$ cat src/rtl/uart_tx_pkg.sv
// Shared types and line levels for the buffered UART transmitter.
// The state set includes PARITY only when UART_TX_PARITY_EN is defined.
package uart_tx_pkg;

  localparam int DATA_BITS = 8;
  localparam logic START_LVL = 1'b0;
  localparam logic STOP_LVL  = 1'b1;
  localparam logic IDLE_LVL  = 1'b1;

`ifdef UART_TX_PARITY_EN
  typedef enum logic [2:0] {
    S_IDLE,
    S_START,
    S_DATA,
    S_PARITY,
    S_STOP
  } tx_state_t;
`else
  typedef enum logic [2:0] {
    S_IDLE,
    S_START,
    S_DATA,
    S_STOP
  } tx_state_t;
`endif

endpackage

$ cat src/rtl/sync_fifo_byte.sv
// Synchronous byte FIFO with registered full/empty flags and occupancy.
// count_nxt exposes the post-edge occupancy so callers can register on it.
module sync_fifo_byte #(
  parameter int DEPTH = 16
) (
  input  logic                     clk,
  input  logic                     rst,
  input  logic                     push,
  input  logic [7:0]               din,
  input  logic                     pop,
  output logic [7:0]               dout,
  output logic                     full,
  output logic                     empty,
  output logic [$clog2(DEPTH):0]   count,
  output logic [$clog2(DEPTH):0]   count_nxt
);

  localparam int AW = $clog2(DEPTH);

  logic [7:0]    mem_q [DEPTH];
  logic [AW-1:0] wr_ptr_q, wr_ptr_d;
  logic [AW-1:0] rd_ptr_q, rd_ptr_d;
  logic [AW:0]   count_q, count_d;
  logic          full_q, full_d;
  logic          empty_q, empty_d;
  logic          push_ok, pop_ok;

  assign push_ok   = push && !full_q;
  assign pop_ok    = pop && !empty_q;
  assign dout      = mem_q[rd_ptr_q];
  assign full      = full_q;
  assign empty     = empty_q;
  assign count     = count_q;
  assign count_nxt = count_d;

  always_comb begin
    wr_ptr_d = wr_ptr_q + AW'(push_ok);
    rd_ptr_d = rd_ptr_q + AW'(pop_ok);
    count_d  = count_q;
    unique case ({push_ok, pop_ok})
      2'b10:   count_d = count_q + 1'b1;
      2'b01:   count_d = count_q - 1'b1;
      default: count_d = count_q;
    endcase
    full_d  = (count_d == (AW+1)'(DEPTH));
    empty_d = (count_d == '0);
  end

  always_ff @(posedge clk) begin
    if (rst) begin
      wr_ptr_q <= '0;
      rd_ptr_q <= '0;
      count_q  <= '0;
      full_q   <= 1'b0;
      empty_q  <= 1'b1;
    end else begin
      wr_ptr_q <= wr_ptr_d;
      rd_ptr_q <= rd_ptr_d;
      count_q  <= count_d;
      full_q   <= full_d;
      empty_q  <= empty_d;
    end
  end

  // Storage needs no reset; pointers define validity.
  always_ff @(posedge clk) begin
    if (push_ok) mem_q[wr_ptr_q] <= din;
  end

endmodule

$ cat src/rtl/uart_tx_fifo.sv
// Buffered 8N1 UART transmitter; define UART_TX_PARITY_EN for 8E1 frames.
// FIFO pops straight into START after STOP so queued bytes go back-to-back.
module uart_tx_fifo
  import uart_tx_pkg::*;
#(
  parameter int CLKS_PER_BIT = 104,
  parameter int FIFO_DEPTH   = 16
) (
  input  logic                          clk,
  input  logic                          rst,
  input  logic [7:0]                    in_data,
  input  logic                          in_valid,
  output logic                          in_ready,
  output logic                          tx,
  output logic                          busy,
  output logic [$clog2(FIFO_DEPTH):0]   fifo_count
);

  localparam logic [15:0] BAUD_MAX = 16'(CLKS_PER_BIT - 1);
  localparam logic [2:0]  LAST_BIT = 3'(DATA_BITS - 1);

  tx_state_t   state_q, state_d;
  logic [15:0] baud_q, baud_d;
  logic [2:0]  bit_q, bit_d;
  logic [7:0]  shift_q, shift_d;
  logic        tx_q, tx_d;
  logic        busy_q, busy_d;
`ifdef UART_TX_PARITY_EN
  logic        par_q, par_d;
`endif

  logic        fifo_full, fifo_empty, fifo_pop;
  logic [7:0]  fifo_dout;
  logic [$clog2(FIFO_DEPTH):0] fifo_count_nxt;
  logic        wrap;

  sync_fifo_byte #(.DEPTH(FIFO_DEPTH)) u_fifo (
    .clk       (clk),
    .rst       (rst),
    .push      (in_valid),
    .din       (in_data),
    .pop       (fifo_pop),
    .dout      (fifo_dout),
    .full      (fifo_full),
    .empty     (fifo_empty),
    .count     (fifo_count),
    .count_nxt (fifo_count_nxt)
  );

  assign in_ready = !fifo_full;
  assign tx       = tx_q;
  assign busy     = busy_q;
  assign wrap     = (baud_q == BAUD_MAX);

  always_comb begin
    state_d  = state_q;
    baud_d   = baud_q;
    bit_d    = bit_q;
    shift_d  = shift_q;
    tx_d     = tx_q;
    fifo_pop = 1'b0;
`ifdef UART_TX_PARITY_EN
    par_d    = par_q;
`endif
    if (state_q != S_IDLE) baud_d = wrap ? 16'd0 : baud_q + 16'd1;
    unique case (state_q)
      S_IDLE: begin
        if (!fifo_empty) begin
          fifo_pop = 1'b1;
          shift_d  = fifo_dout;
          baud_d   = 16'd0;
          state_d  = S_START;
          tx_d     = START_LVL;
`ifdef UART_TX_PARITY_EN
          par_d    = ^fifo_dout;
`endif
        end
      end
      S_START: begin
        if (wrap) begin
          state_d = S_DATA;
          bit_d   = 3'd0;
          tx_d    = shift_q[0];
        end
      end
      S_DATA: begin
        if (wrap) begin
          if (bit_q == LAST_BIT) begin
`ifdef UART_TX_PARITY_EN
            state_d = S_PARITY;
            tx_d    = par_q;
`else
            state_d = S_STOP;
            tx_d    = STOP_LVL;
`endif
          end else begin
            shift_d = shift_q >> 1;
            bit_d   = bit_q + 3'd1;
            tx_d    = shift_q[1];
          end
        end
      end
`ifdef UART_TX_PARITY_EN
      S_PARITY: begin
        if (wrap) begin
          state_d = S_STOP;
          tx_d    = STOP_LVL;
        end
      end
`endif
      S_STOP: begin
        if (wrap) begin
          if (!fifo_empty) begin
            fifo_pop = 1'b1;
            shift_d  = fifo_dout;
            state_d  = S_START;
            tx_d     = START_LVL;
`ifdef UART_TX_PARITY_EN
            par_d    = ^fifo_dout;
`endif
          end else begin
            state_d = S_IDLE;
            tx_d    = IDLE_LVL;
          end
        end
      end
      default: begin
        state_d = S_IDLE;
        tx_d    = IDLE_LVL;
      end
    endcase
    busy_d = (state_d != S_IDLE) || (fifo_count_nxt != '0);
  end

  always_ff @(posedge clk) begin
    if (rst) begin
      state_q <= S_IDLE;
      baud_q  <= 16'd0;
      bit_q   <= 3'd0;
      shift_q <= 8'd0;
      tx_q    <= IDLE_LVL;
      busy_q  <= 1'b0;
`ifdef UART_TX_PARITY_EN
      par_q   <= 1'b0;
`endif
    end else begin
      state_q <= state_d;
      baud_q  <= baud_d;
      bit_q   <= bit_d;
      shift_q <= shift_d;
      tx_q    <= tx_d;
      busy_q  <= busy_d;
`ifdef UART_TX_PARITY_EN
      par_q   <= par_d;
`endif
    end
  end

endmodule
$ cat config.mk
export PLATFORM = sky130hd
export DESIGN_NAME = uart_tx_fifo
export DESIGN_NICKNAME = d
export VERILOG_FILES = /design/src/rtl/uart_tx_pkg.sv /design/src/rtl/sync_fifo_byte.sv /design/src/rtl/uart_tx_fifo.sv
export SDC_FILE = /design/constraint.sdc
export NUM_CORES = 1
export LEC_CHECK = 0
export CORE_UTILIZATION = 59
export CTS_BUF_LIST = sky130_fd_sc_hd__clkbuf_4 sky130_fd_sc_hd__clkbuf_8 sky130_fd_sc_hd__clkbuf_16
export DETAILED_ROUTE_END_ITERATION = 16
export PLACE_DENSITY = 0.77
export SLEW_MARGIN = 20
export SYNTH_ARGS = -nofsm -noshare
export SYNTH_HDL_FRONTEND = slang
export SYNTH_SLANG_ARGS = --single-unit
$ cat constraint.sdc
create_clock -name clk -period 8.1 [get_ports clk]
set_input_delay 0.81 -clock clk [delete_from_list [all_inputs] [get_ports clk]]
set_output_delay 0.81 -clock clk [all_outputs]
set_load 0.05 [all_outputs]
After elaboration in Yosys (flattened, before gate mapping):

Memory sizes are Yosys's and may differ from the RTL's. A register that Yosys moved wholly into a read port is not among the register bits.
Cells that the tools add are included.
Widths: inputs -> output; s select.

* register bits after elaboration: 47
* RAM bits: 128
* bits of input ports: 11
* output and inout bits: 8
* word-level logic and storage cells: 80
* memories kept: 1

* add/sub/neg operators: 6
* equality and inequality tests: 13
* multiplexer cells: 34
* reductions and logical operators: 15

Memories
* u_fifo.mem_q: depth 16, bits a word 8, read ports 1, clocked after memory_dff 1, write ports 1, RTL line sync_fifo_byte.sv:20 `logic [7:0] mem_q [DEPTH];`

Operator list (number)
* $mux 16: 4
* $mux 8: 4
* $mux 3: 8
* $pmux 8 s3: 1
* $add 16x1->16 const B: 1
* $eq 16x7->1 const B: 1
* $pmux 3 s4: 1
* $reduce_and 4->1: 3
* $mux 1: 11
* $ne 2x2->1 const B: 5
* $pmux 5 s2: 1
* $reduce_bool 3->1: 3
* $add 4x1->4: 2
* $eq 3x2->1 const B: 2
* $pmux 3 s2: 1
* $add 5x1->5 const B: 1
* $eq 5x5->1 const B: 1
* $logic_not 5->1: 1
* $reduce_bool 5->1: 1
* $sub 5x1->5 const B: 1
* $mux 4: 1
* $pmux 1 s4: 1
* $add 3x1->3 const B: 1
* $eq 3x1->1 const B: 1
* 9 further kinds: 11

Longest topological paths before layout:

Gate-level depths: netlist of the first run.

* depth after elaboration: 8
* depth in mapped cells: 16
* gate-level depth less buffers: 13

Modules after synthesis:

From an unflattened synthesis of the first run, not the netlist that was laid out.

* cells, all modules: 496
* area total of the unflattened synthesis: 7428.4 µm²

Modules (own cells, without submodules)
* sync_fifo_byte: times used 1, cells an instance 294, area an instance 5744.3 µm², seq. area each 4144.0 µm²
* uart_tx_fifo: times used 1, cells an instance 202, area an instance 1684.1 µm², seq. area each 640.6 µm²

Worst setup path before layout of the first run:

Ideal clock, no wire load.

* path kind: reg-to-reg
* from: reg baud_q[0]
* to: reg busy_q, in the netlist busy
* setup time: 120 ps
* arrival time: 3520 ps
* data required time: 7980 ps
* setup slack: 4460 ps
* stages on the path, launching flop included: 17
* buffers on the path: 3
* clock period less this slack: 3640 ps
* cells stage by stage: dfxtp_1 > ha_1 > and4_1 > and4_1 > clkbuf_2 > nor2_1 > clkbuf_1 > nor2_1 > ha_1 > buf_4 > xor2_1 > ha_1 > a21oi_1 > mux2i_1 > xnor2_1 > or3b_4 > a211o_1

* longest elaborated chain between the ends: 8
* elaborated cells between the ends (all ways): 14
* those cells by class: eq/ne: 3; mux: 7; reduce/logical: 4

Ends and longest elaborated chain
* start: declaration: RTL line uart_tx_fifo.sv:23 `logic [15:0] baud_q, baud_d;`
* start signal: assignment: RTL line uart_tx_fifo.sv:148 `baud_q <= baud_d;`
* $eq 16x7->1 *: RTL line uart_tx_fifo.sv:53 `assign wrap = (baud_q == BAUD_MAX);`
* $mux 1: RTL line uart_tx_fifo.sv:112 `if (wrap) begin`
* $pmux 1 s2: RTL line uart_tx_fifo.sv:66 `unique case (state_q)`
* $logic_and 1x1->1: RTL line sync_fifo_byte.sv:29 `assign pop_ok = pop && !empty_q;`
* $eq 2x1->1 / $eq 2x2->1 (equally long branches): RTL line sync_fifo_byte.sv:40 `unique case ({push_ok, pop_ok})`
* $pmux 5 s2: RTL line sync_fifo_byte.sv:40
* $reduce_bool 5->1: RTL line uart_tx_fifo.sv:132 `busy_d = (state_d != S_IDLE) || (fifo_count_nxt != '0);`
* $logic_or 1x1->1 *: RTL line uart_tx_fifo.sv:132
* end signal: assignment: RTL line uart_tx_fifo.sv:152 `busy_q <= busy_d;`
* end: declaration: RTL line uart_tx_fifo.sv:27 `logic busy_q, busy_d;`

Every way passes the cells marked *; elsewhere a longest branch is shown, timed or not.
A chain may end at the register's enable or synchronous reset.

Final worst setup path of the first run:

Ends and elaborated chain as after synthesis.

==> flow_summary.toml, run 1 <==
[route]
post_drt_wl_per_cell_um = 20.0
wl_um = 14200
ant_nets = 0
viasPerCell = 6.23
drt-met1-wl_um = 6300
wl_met2_um = 6960
wl_met3_um = 661
drt_iter0_drc = 491
first_pass_iters = 5
vias = 4410
topRoutingLayerUsed = "met4"
drc_errors = 0

[worst_setup_path]
r2r_cells = 13
cp-start-kind = "register"
worstSetupEndpointType = "register"
cp.required_ns = 8.41
crit_fanout = 15
crit-reg2reg-launch = "baud_q[0]$_SDFF_PP0_"
ff2ff_setup_slack_ns = 4.08
cp.arrival_ns = 4.34
worstReg2RegEnd = "busy$_SDFF_PP0_"
path_class = "register to register"

[cts]
cts_root_buffer = "clkbuf_16"
cts.repair.resized = 0
htreeDepth = 4
hold_buffers = 0
clk_pin_slew_worst_paths_ns = 0.06
postCtsSetupBuffers = 0
cts_sinks = 175
cts_made_buffers = 17
cts.path.max_buffers = 2
insertion_delay_ns = 0.43
tritoncts = "yes"

[pwr]
leakage_uw = 0.00269
p_per_area_nw_per_um2 = 233
peakVddDrop_mv = 0.186
p_total_uw = 1910

[global_routing]
grt_max_degree = 39
grt_use_total_pct = 23.9
grt_pass1_vias = 4247
grt_overflow_total = 0
grt_pass1_wl_um = 22300
antenna_found_initial = 0

[floorplanning]
fp.dieW_um = 114
initial_utilization_pct = 60.9
core.rowCount = 40
dieArea_um2 = 12900
io-pin-count = 19
fp.dieH_um = 114
core-area_um2 = 12100

[logic_synthesis]
synth.area.top_cells = "edfxtp_1 (52%), dfxtp_1 (13%), mux4_2 (9.8%)"
yosys.area.top_type = "edfxtp_1"
synth_top_area_share_pct = 52.3
ys_seq_area_share_pct = 65.1
synth-async-reset-ratio_pct = 0
syn_inst = 512
ys_dominant_reg_cell = "edfxtp_1"
avgSynthCellArea_um2 = 14.4
ys_seq_elements = 175
syn_area_um2 = 7350
synth.top_cells.by_count = "edfxtp_1 (128), dfxtp_1 (47), nor2_1 (43)"
synth_warnings = 0
synthesis.nets = 533
synth_edf_count = 128
synth_most_common_cell = "edfxtp_1"
synth_cell_types = 63

[placement]
dp_hpwl_um = 8900
place_area_um2 = 7670
gp_congestion = 0.861
portBuffers = 18

[min_path]
hold_path.class = "register to register"
worstHoldPathCells = 2
min_from = "shift_q[0]$_SDFFE_PP0P_"
holdPathEnd = "shift_q[0]$_SDFFE_PP0P_"

[final_layout]
seq_area_um2 = 4790
area_delta_synth_final_pct = 11.8
fin_area_um2 = 8220
fillers = 839
num_antenna_cells = 0
multi_input_area_um2 = 2390
drive_gt1_share_pct = 15.2
finalNetCount = 548

[flow_run]
cap_viol_max_count = 0

[sta]
drv_slew = 0
finClkSkew_ns = 0.00873
rsz0062_at_grt = "no"
timing.final.crit_share_pct = 49.7
fmax_mhz = 249
worstMarginPinSlew_ns = 0.797
setup-tns-final_ns = 0
finalHoldViolCount = 0
fin_crit_ns = 4.02
slew_headroom_pct = 46.7
finalSetupViolCount = 0

[status]
outcome = "finished, final reports clean"
-- layout make-up --
| cell class | instances | share of cell area, % |
|---|---|---|
| clock buffers | 19 | 5.36 |
| flip-flops and latches | 175 | 58.2 |
| multi-input cells | 299 | 29.1 |
| clock inverters | 13 | 1.34 |
| inverters | 6 | 0.274 |
| well taps | 168 | 2.56 |
| repair buffers | 28 | 3.11 |
-- cells in the final DEF (no fill, tap or decap), types with 4 or more instances in the layout --
master and n:
a21oi_1 32, and3_1 4, a311oi_1 9, edfxtp_1 128
mux4_2 32, xor2_1 6, inv_1 6, o21ai_0 13
ha_1 10, and2_1 5, nand2_1 21, nand2b_1 5
dfxtp_1 46, nand3_1 11, nor3b_1 4, nor2b_1 8
buf_4 10, nor2_1 43, a22oi_1 17, nor3_1 16
inv_6 4, or3_1 4, clkbuf_16 17, clkdlybuf4s50_1 18
-- how the worst max path moves through the flow --
| stage | start | to | cells past startpoint |
|---|---|---|---|
| after floorplan | baud_q[0]$_SDFF_PP0_ | busy$_SDFF_PP0_ | 16 |
| after global placement | baud_q[0]$_SDFF_PP0_ | busy$_SDFF_PP0_ | 13 |
| after detailed placement | baud_q[0]$_SDFF_PP0_ | busy$_SDFF_PP0_ | 13 |
| after CTS | baud_q[0]$_SDFF_PP0_ | busy$_SDFF_PP0_ | 13 |
| after global routing | baud_q[0]$_SDFF_PP0_ | busy$_SDFF_PP0_ | 13 |
| final | baud_q[0]$_SDFF_PP0_ | busy$_SDFF_PP0_ | 13 |
-- logic make-up (layout without fill, tap and decap cells) --
| family | after synthesis | in the layout | synth area share [%] |
|---|---|---|---|
| mux | 35 | 35 | 10.2 |
| compound gates | 100 | 100 | 9.11 |
| flops | 175 | 175 | 65.1 |
| buf+inv | 38 | 66 | 2.33 |
| fa+ha+maj | 10 | 10 | 1.70 |
| simple gates | 144 | 144 | 10.4 |
| xor+xnor | 9 | 9 | 1.07 |
| other cells | 1 | 1 | 0.0510 |
-- where the power goes --
part	leakage [uW]	switching, uW	internal [uW]	total (uW)
sequential	0.00154	16.8	981	998
clock	0.000268	333	429	762
combinational	0.000882	91.5	62.8	154
total	0.00269	441	1470	1910
-- registers in the layout (all words and copies together), names as in the netlist --
register,cells
tx,1
u_fifo.full,1
bit_q,3
state_q,3
baud_q,16
busy,1
u_fifo.count,5
u_fifo.rd_ptr_q,4
u_fifo.empty,1
shift_q,8
u_fifo.wr_ptr_q,4
u_fifo.mem_q,128
-- critical path: stages (launching register included) --
cell     delay [ns]
dfxtp_1        0.39
ha_1           0.23
and4_1         0.32
and4_1         0.54
nor2_1         0.10
nor2_1         0.23
ha_1           0.39
xor2_1         0.12
ha_1           0.23
a21oi_1        0.23
mux2i_1        0.27
xnor2_1        0.16
or3b_4         0.41
a211o_1        0.29
-- metal layers --
metal,GRT usage [%],vias to the layer above
met1,31.9,2205
met2,37.9,139
met3,6.48,19
met5,0,-
li1,-,2047
met4,9.12,0
-- through the flow --
stage / utilization [%] / hold slack [ns] / setup slack [ns] / cells
2_1_floorplan: - / 0.444 / 4.46 / 512
3_5_place_dp: 63.6 / 0.471 / 4.15 / 676
4_1_cts: 68.1 / 0.482 / 4.12 / 708
3_3_place_gp: 63.6 / 0.463 / 4.31 / 676
5_1_grt: 68.1 / 0.504 / 3.83 / 708
6_report: 68.1 / 0.480 / 4.08 / 708
(Power assumes the default switching activity.)
==> run 2: changes to the inputs <==
--- a/config.mk
+++ b/config.mk
@@ -5,10 +5,10 @@
 export SDC_FILE = /design/constraint.sdc
 export NUM_CORES = 1
 export LEC_CHECK = 0
-export CORE_UTILIZATION = 59
+export CORE_UTILIZATION = 55
 export CTS_BUF_LIST = sky130_fd_sc_hd__clkbuf_4 sky130_fd_sc_hd__clkbuf_8 sky130_fd_sc_hd__clkbuf_16
 export DETAILED_ROUTE_END_ITERATION = 16
-export PLACE_DENSITY = 0.77
+export PLACE_DENSITY = 0.75
 export SLEW_MARGIN = 20
 export SYNTH_ARGS = -nofsm -noshare
 export SYNTH_HDL_FRONTEND = slang
==> constraint.sdc (replaced) <==
create_clock -name clk -period 3.6 [get_ports clk]
set_input_delay 0.36 -clock clk [delete_from_list [all_inputs] [get_ports clk]]
set_output_delay 0.36 -clock clk [all_outputs]
set_load 0.05 [all_outputs]
==> flow_summary.toml, run 2 (same netlist as run 1, synthesis figures left out) <==
[min_path]
min_from = "shift_q[7]$_SDFFE_PP0P_"
worstHoldPathCells = 2
hold_path.class = "register to register"
holdPathEnd = "shift_q[7]$_SDFFE_PP0P_"

[worst_setup_path]
crit-reg2reg-launch = "baud_q[0]$_SDFF_PP0_"
path_class = "register to register"
worstReg2RegEnd = "busy$_SDFF_PP0_"
cp.required_ns = 3.92
cp.arrival_ns = 3.64
worstSetupEndpointType = "register"
r2r_cells = 13
cp-start-kind = "register"
ff2ff_setup_slack_ns = 0.28
crit_fanout = 5

[global_routing]
antenna_found_initial = 0
grt_overflow_total = 0
grt_pass1_wl_um = 23700
grt_pass1_vias = 4418
grt_use_total_pct = 23.0
grt_max_degree = 35

[sta]
drv_slew = 0
rsz0062_at_grt = "no"
fin_crit_ns = 3.32
finClkSkew_ns = 0.00970
fmax_mhz = 301
finalHoldViolCount = 0
timing.final.crit_share_pct = 92.2
finalSetupViolCount = 0
worstMarginPinSlew_ns = 0.857
setup-tns-final_ns = 0
finalWorstSetupSlack_ns = 0.279
slew_headroom_pct = 42.7

[cts]
cts_made_buffers = 17
cts_root_buffer = "clkbuf_16"
htreeDepth = 4
cts_sinks = 175
insertion_delay_ns = 0.43
postCtsSetupBuffers = 0
cts.path.max_buffers = 2
clk_pin_slew_worst_paths_ns = 0.07
tritoncts = "yes"

[final_layout]
drive_gt1_share_pct = 16.6
instances_no_fill = 714
finalNetCount = 550
fillers = 905
final_cell_mix = "edfxtp_1 (128), dfxtp_1 (46), nor2_1 (42), mux4_2 (32), a21oi_1 (31)"
area_delta_synth_final_pct = 13.4
num_antenna_cells = 0
final_util_pct = 65.0
largest_reg_flops = 128
layout_commonest_cell = "edfxtp_1"
reg.largest.list = "u_fifo.mem_q (128), baud_q (16), shift_q (8)"
regMostFlops = "u_fifo.mem_q"

[route]
drc_errors = 0
vias = 4434
drt-met1-wl_um = 6440
first_pass_iters = 5
viasPerCell = 6.21
ant_nets = 0
wl_met3_um = 608
post_drt_wl_per_cell_um = 20.7
wl_um = 14800
topRoutingLayerUsed = "met4"
wl_met2_um = 7380
drt_iter0_drc = 551

[placement]
dpl.cell_count = 682
pre_cts_ws_ns = 0.129
gp_congestion = 0.803
portBuffers = 18
dp_hpwl_um = 9170

[pwr]
p_per_area_nw_per_um2 = 544
p_total_uw = 4530
peakVddDrop_mv = 0.529
leakage_uw = 0.00273

[floorplanning]
fp.dieH_um = 118
core-area_um2 = 12800
io-pin-count = 19
fp.dieW_um = 118
initial_utilization_pct = 57.3
core.rowCount = 41
dieArea_um2 = 13800

[flow_run]
cap_viol_max_count = 0

[status]
outcome = "finished, final reports clean"
run 2: power by group:
part | switching, uW | internal [uW]
clock | 813 | 1120
combinational | 207 | 145
sequential | 40.2 | 2210
total | 1060 | 3470
run 2: stage by stage:
step,cell area [um^2],hold slack (ns)
final,8330,0.477
after global routing,8330,0.502
after CTS,8320,0.483
after detailed placement,7700,0.474
after global placement,7700,0.461
after floorplan,7350,0.444
run 2: repair_timing:
item	4_1_cts	5_1_grt
setup endpoints to repair	0	2
resized for setup	0	3
hold buffers	0	0
run 2: worst max-delay path by stage:
stage / from / end / slack, ns / depth (start not counted)
CTS: baud_q[0]$_SDFF_PP0_ / busy$_SDFF_PP0_ / 0.12 / 13
finish: baud_q[0]$_SDFF_PP0_ / busy$_SDFF_PP0_ / 0.28 / 13
global route: baud_q[0]$_SDFF_PP0_ / busy$_SDFF_PP0_ / 0.05 / 13
detailed placement: baud_q[0]$_SDFF_PP0_ / busy$_SDFF_PP0_ / 0.13 / 13
global placement: baud_q[0]$_SDFF_PP0_ / busy$_SDFF_PP0_ / 0.28 / 13
floorplan: baud_q[0]$_SDFF_PP0_ / busy$_SDFF_PP0_ / 0.08 / 16
run 2: layout make-up:
class                   count  area [um^2]  area share (%)
flip-flops and latches    175         4790            57.4
multi-input cells         299         2400            28.8
clock inverters            15          200            2.40
clock buffers              17          425            5.11
well taps                 172          215            2.58
inverters                   6         22.5           0.270
repair buffers             30          283            3.39
run 2: per-layer routing:
metal | vias to the layer above | GRT usage [%]
met2 | 158 | 37.2
met1 | 2202 | 29.9
met3 | 29 | 4.65
li1 | 2045 | -
met4 | 0 | 11.4
met5 | - | 0
run 2: worst max-delay path, stage by stage, from the launching register on:
cell and delay (ns):
dfxtp_1 0.39, ha_1 0.24, and4_2 0.30, and4_1 0.22, nor2_1 0.07, nor2_2 0.20
ha_1 0.21, xor2_1 0.08, ha_1 0.24, a21oi_2 0.16, mux2i_1 0.23, xnor2_1 0.16
or3b_4 0.41, a211o_1 0.29
==> run 3: changes to the inputs <==
--- a/config.mk
+++ b/config.mk
@@ -5,10 +5,12 @@
 export SDC_FILE = /design/constraint.sdc
 export NUM_CORES = 1
 export LEC_CHECK = 0
-export CORE_UTILIZATION = 55
+export ABC_AREA = 1
+export CAP_MARGIN = 10
+export CORE_UTILIZATION = 56
 export CTS_BUF_LIST = sky130_fd_sc_hd__clkbuf_4 sky130_fd_sc_hd__clkbuf_8 sky130_fd_sc_hd__clkbuf_16
 export DETAILED_ROUTE_END_ITERATION = 16
-export PLACE_DENSITY = 0.75
+export PLACE_DENSITY = 0.76
 export SLEW_MARGIN = 20
 export SYNTH_ARGS = -nofsm -noshare
 export SYNTH_HDL_FRONTEND = slang
==> flow_summary.toml, run 3 <==
[logic_synthesis]
synth_cell_types = 38
ys_seq_elements = 175
yosys.area.top_type = "edfxtp_1"
ys_dominant_reg_cell = "edfxtp_1"
synth_most_common_cell = "nand2_1"
synth-async-reset-ratio_pct = 0
syn_area_um2 = 7980
synthesis.nets = 908
synth_top_area_share_pct = 48.1
ys_seq_area_share_pct = 59.9
avgSynthCellArea_um2 = 9.00
synth.area.top_cells = "edfxtp_1 (48%), nand2_1 (12%), dfxtp_1 (12%)"
synth.top_cells.by_count = "nand2_1 (260), edfxtp_1 (128), nand3_1 (112)"
synth_warnings = 0
synth_edf_count = 128
syn_inst = 887

[pwr]
peakVddDrop_mv = 0.672
p_per_area_nw_per_um2 = 509
leakage_uw = 0.00360

[floorplanning]
fp.dieH_um = 121
io-pin-count = 19
core.rowCount = 43
dieArea_um2 = 14700
core-area_um2 = 13900
initial_utilization_pct = 57.5
fp.dieW_um = 121

[worst_setup_path]
crit_fanout = 10
worstSetupEndpoint = "busy$_SDFF_PP0_"
worstReg2RegEnd = "busy$_SDFF_PP0_"
cpMaxStageDelayCell = "dfxtp_1"
cp-startpoint = "baud_q[0]$_SDFF_PP0_"
path_depth = 20
r2r_cells = 20
worstSetupEndpointType = "register"
path_class = "register to register"
cp-start-kind = "register"
path_cells = "ha_1 -> nand2_2 -> inv_2 -> nand2_2 -> nor2_4 -> nand2_4 -> nand2_2 -> inv_2 -> nor2_2 -> ha_1 -> nor2_1 -> nor2_1 -> ha_1 -> inv_1 -> nand2_1 -> nand2_1 -> o21ai_0 -> nand4_1 -> nand3_1 -> nand3_1"
cp_num_buf_inv = 3
cp.arrival_ns = 3.32
cp.required_ns = 3.91
crit-reg2reg-launch = "baud_q[0]$_SDFF_PP0_"
ff2ff_setup_slack_ns = 0.59
crit_path_max_incr_delay_ns = 0.39
crit_family = "simple AND/OR/NAND/NOR gates"

[cts]
htreeDepth = 4
cts.path.max_buffers = 2
clk_pin_slew_worst_paths_ns = 0.07
insertion_delay_ns = 0.43
hold_buffers = 0
cts_root_buffer = "clkbuf_16"
cts_made_buffers = 17
tritoncts = "yes"
postCtsSetupBuffers = 0
cts.repair.resized = 0
cts_sinks = 175

[sta]
setup-tns-final_ns = 0
drv_slew = 0
worstMarginPinSlew_ns = 1.07
finalSetupViolCount = 0
finClkSkew_ns = 0.0124
finalHoldViolCount = 0
fin_crit_ns = 3.01
timing.final.crit_share_pct = 83.5
slew_headroom_pct = 28.3
fmax_mhz = 333
rsz0062_at_grt = "no"

[route]
viasPerCell = 5.41
ant_nets = 0
wl_um = 16900
topRoutingLayerUsed = "met4"
first_pass_iters = 5
drt_iter0_drc = 539
vias = 5877
drt-met1-wl_um = 7170
post_drt_wl_per_cell_um = 15.5
wl_met2_um = 8200
wl_met3_um = 1220
drc_errors = 0

[global_routing]
grt_pass1_vias = 5456
grt_use_total_pct = 24.8
grt_overflow_total = 0
grt_pass1_wl_um = 27400
antenna_found_initial = 0
grt_max_degree = 72

[final_layout]
layout_commonest_cell = "nand2_1"
regMostFlops = "u_fifo.mem_q"
drive_gt1_share_pct = 7.61
reg.largest.list = "u_fifo.mem_q (128), baud_q (16), shift_q (8)"
instances_no_fill = 1087
finalNetCount = 915
area_delta_synth_final_pct = 10.8
num_antenna_cells = 0
largest_reg_flops = 128
final_cell_mix = "nand2_1 (260), edfxtp_1 (128), nand3_1 (112), inv_1 (97), nor2_1 (85)"

[placement]
gp_congestion = 0.921
dp_hpwl_um = 10400
dpl.cell_count = 1055
portBuffers = 18

[flow_run]
cap_viol_max_count = 0

[status]
outcome = "finished, final reports clean"

[min_path]
hold_path.class = "register to register"
-- run 3: cell types whose count changed after synthesis, sizes merged, moves of 8 or more --
cell,previous run,this run
mux4,32,0
o21ai,13,26
a22oi,17,1
nor3,17,7
buf,14,23
nand2,21,269
nor2b,8,0
a311oi,9,0
inv,6,107
nand3,11,112
nor2,43,91
-- run 3: final cells by class --
cell class,instances,area (um^2)
clock inverter,13,154
multi-input combinational,569,2610
inverter,109,410
timing repair buffer,22,210
fill,1089,5030
sequential,175,4790
clock buffer,19,453
tap,180,225
-- run 3: where the power goes --
| group | switching (uW) | leakage (uW) | internal (uW) | total [uW] |
|---|---|---|---|---|
| combinational | 301 | 0.00177 | 124 | 425 |
| sequential | 29.6 | 0.00154 | 2210 | 2240 |
| clock | 822 | 0.000290 | 1020 | 1840 |
-- run 3: routing by layer --
metal	vias to the layer above	global-route usage [%]
li1	2913	-
met4	0	9.18
met1	2723	32.3
met5	-	0
met2	215	40.7
met3	26	5.36
-- run 3: worst min-delay path, delay by kind of cell, from the launching register on --
family	cells	cell delay [ns]
AND/OR/NAND/NOR	1	0.06
AO/OA/AOI/OAI	1	0.05
flip-flops	1	0.32
-- run 3: worst min-delay path by stage --
stage                       startpoint                       to  slack (ns)  cells after the start
6_report       shift_q[1]$_SDFFE_PP0P_  shift_q[1]$_SDFFE_PP0P_        0.47                      2
4_1_cts        shift_q[2]$_SDFFE_PP0P_  shift_q[2]$_SDFFE_PP0P_        0.47                      2
3_5_place_dp   shift_q[2]$_SDFFE_PP0P_  shift_q[2]$_SDFFE_PP0P_        0.46                      2
3_3_place_gp   shift_q[1]$_SDFFE_PP0P_  shift_q[1]$_SDFFE_PP0P_        0.45                      2
5_1_grt        shift_q[3]$_SDFFE_PP0P_  shift_q[3]$_SDFFE_PP0P_        0.50                      2
2_1_floorplan  shift_q[1]$_SDFFE_PP0P_  shift_q[1]$_SDFFE_PP0P_        0.44                      2
-- run 3: stage by stage --
step | util (%) | instance area (um^2) | hold WS (ns) | power (uW) | setup slack, ns
after floorplan | - | 7980 | 0.443 | 2580 | 0.971
after global placement | 59.4 | 8240 | 0.454 | 2700 | 0.764
after detailed placement | 59.4 | 8240 | 0.461 | 2700 | 0.632
after CTS | 63.7 | 8850 | 0.472 | 4540 | 0.611
after global routing | 63.7 | 8850 | 0.498 | 4660 | 0.276
final | 63.7 | 8850 | 0.472 | 4510 | 0.593
-- run 3: logic make-up (layout without fill, tap and decap cells) --
logic type / Yosys count / in the layout / share of synthesized area [%]
AND/OR/NAND/NOR: 484 / 484 / 25.7
adder cells (fa/ha/maj): 10 / 10 / 1.57
XOR/XNOR: 3 / 3 / 0.329
other: 1 / 1 / 0.0470
buffers and inverters: 143 / 163 / 7.40
multiplexers: 1 / 1 / 0.125
flip-flops: 175 / 175 / 59.9
AO/OA/AOI/OAI: 70 / 70 / 4.92
==> edit (flow settings as in run 3) <==
Reset style: asynchronous (`rst`), changed in 2 clocked blocks.
--- a/src/rtl/sync_fifo_byte.sv
+++ b/src/rtl/sync_fifo_byte.sv
@@ -46,7 +46,7 @@
     empty_d = (count_d == '0);
   end
 
-  always_ff @(posedge clk) begin
+  always_ff @(posedge clk or posedge rst) begin
     if (rst) begin
       wr_ptr_q <= '0;
       rd_ptr_q <= '0;
--- a/src/rtl/uart_tx_fifo.sv
+++ b/src/rtl/uart_tx_fifo.sv
@@ -132,7 +132,7 @@
     busy_d = (state_d != S_IDLE) || (fifo_count_nxt != '0);
   end
 
-  always_ff @(posedge clk) begin
+  always_ff @(posedge clk or posedge rst) begin
     if (rst) begin
       state_q <= S_IDLE;
       baud_q  <= 16'd0;
Formal check against the unedited RTL: differs if rst is asserted again (counterexample within 4 cycles, from zero or initial values and one cycle with rst high); with rst held inactive, the same outputs for 10 cycles.
==> edit against run 3 <==
Sequential cell count unchanged; synthesized area down 3.4%; critical path depth unchanged; setup slack worse by 0.20 ns; maximum frequency down 6.2%; final area down 3.1%; wire length down 2.0%.
Power is not compared: it rests on default switching activity, and its combinational part moved more than twofold at a synthesized area within 25%.
==> edit: results (changes against run 3) <==
- Arrival @ worst endpoint: 3.52 ns (+0.20 ns)
- Filler Cell Count: 1053 (-3.3%)
- First-pass GRT wire length: 26600 um (-3.0%)
- Worst hold path class: input pin to asynchronous set/reset pin
- Distinct cells, synth: 39 (+2.6%)
- Critical Path Fanout Max: 6 (-4)
- Number of flops mapped to enable cells by yosys: 128 (unchanged)
- Postcts setup bufs: 0 (unchanged)
- Number of DRC markers in iteration 0: 584 (+8.3%)
- Post-place instance area: 0.00801 mm^2 (-2.8%)
- Transition time at the pin with the least slew margin: 1.00 ns (-0.0735 ns)
- DR vias/cell: 5.72 (+5.8%)
- Maximum number of pins on one net before global-route repair: 67 (-6.9%)
- Critical Path Slowest Stage Cell: sky130_fd_sc_hd__a21oi_1
- Place WS: 0.495 ns (-0.137 ns)
- Clock latency reported for the late side of the worst-skew pair: 0.45 ns (+0.02 ns)
- Worst Skew: 0.0132 ns (+0.000714 ns)
- Post-placement cell count: 931 (-12%)
- GRT Util Overall: 24.9% (+0.048 points)
- Vias: 5507 (-6.3%)
- Synth top cells by count: sky130_fd_sc_hd__nand2_1 (192), sky130_fd_sc_hd__edfxtp_1 (128), sky130_fd_sc_hd__nor2_1 (105)
- Cells taking the most area after synthesis: sky130_fd_sc_hd__edfxtp_1 (50%), sky130_fd_sc_hd__dfrtp_1 (15%), sky130_fd_sc_hd__nand2_1 (9.3%)
- Fraction of synthesis flops using an asynchronous set or reset pin: 26.9% (+27 points)
- Net count of the finished layout: 795 (-13%)
- Initial DRT Pass Iterations: 7 (+2)
- Part of the Yosys area used for sequential elements: 65.1% (+5.2 points)
- Per-cell routed wire length: 17.2 um (+11%)
- Kind of cell adding the most delay to the critical path: simple AND/OR/NAND/NOR gates
- Vias in the first global route: 5281 (-3.2%)
- Buffers on Ports: 18 (unchanged)
- Number of gates given a new drive strength after cts: 0 (unchanged)
- Worst ir drop on vdd: 0.000534 V
- Number of nets produced by synthesis: 779 (-14%)
- Post-synthesis cell count: 758 (-15%)
- Status: complete, no violations
- Placed wire-length estimate after detailed placement: 10400 um (about the same)
-- edit: cell type report --
cell class,instances,share of cell area [%]
sequential,175,58.6
clock inverter,15,1.52
tap,176,2.57
timing repair buffer,20,2.28
inverter,54,2.38
multi-input combinational,506,27.7
clock buffer,17,4.96
-- edit: power by group --
group | leakage (nW) | internal [W] | switching (W)
sequential | 1.75 | 0.00251 | 0.000232
clock | 0.274 | 0.000957 | 0.000807
combinational | 1.33 | 0.000664 | 0.00160
-- edit: worst paths after layout --
path                                              from  depth (start not counted)  slack [ns]                      endpoint
worst max-delay path               baud_q[0]$_DFF_PP0_                         20        0.39                busy$_DFF_PP0_
worst min-delay path                               rst                          2        0.38     u_fifo.count[2]$_DFF_PP0_
worst max register to register     baud_q[0]$_DFF_PP0_                         20        0.39                busy$_DFF_PP0_
worst min register to register  shift_q[2]$_DFFE_PP0P_                          2        0.48        shift_q[2]$_DFFE_PP0P_
max in group asynchronous                          rst                          2        2.70  u_fifo.rd_ptr_q[0]$_DFF_PP0_
min in group clk                shift_q[2]$_DFFE_PP0P_                          2        0.48        shift_q[2]$_DFFE_PP0P_
-- edit: cells by family after synthesis --
family / synth area share [%]
flip-flops: 65.1
buffers and inverters: 4.18
AO/OA/AOI/OAI: 7.75
XOR/XNOR: 0.795
AND/OR/NAND/NOR: 20.5
other: 0.0486
adder cells (fa/ha/maj): 1.62
-- edit: per-layer routing --
| metal | track usage [%] | vias to the layer above | routed length [um] |
|---|---|---|---|
| met1 | 32.0 | 2627 | 7010 |
| met4 | 10.9 | 0 | 427 |
| li1 | - | 2608 | - |
| met2 | 40.3 | 232 | 8100 |
| met5 | 0 | - | 0 |
| met3 | 5.99 | 40 | 996 |
-- edit: per-stage QoR --
step                      power (W)  util [%]
after floorplan             0.00436         -
after global placement      0.00492      60.0
after CTS                   0.00675      64.2
final                       0.00677      64.2
after global routing        0.00714      64.2
after detailed placement    0.00499      60.0
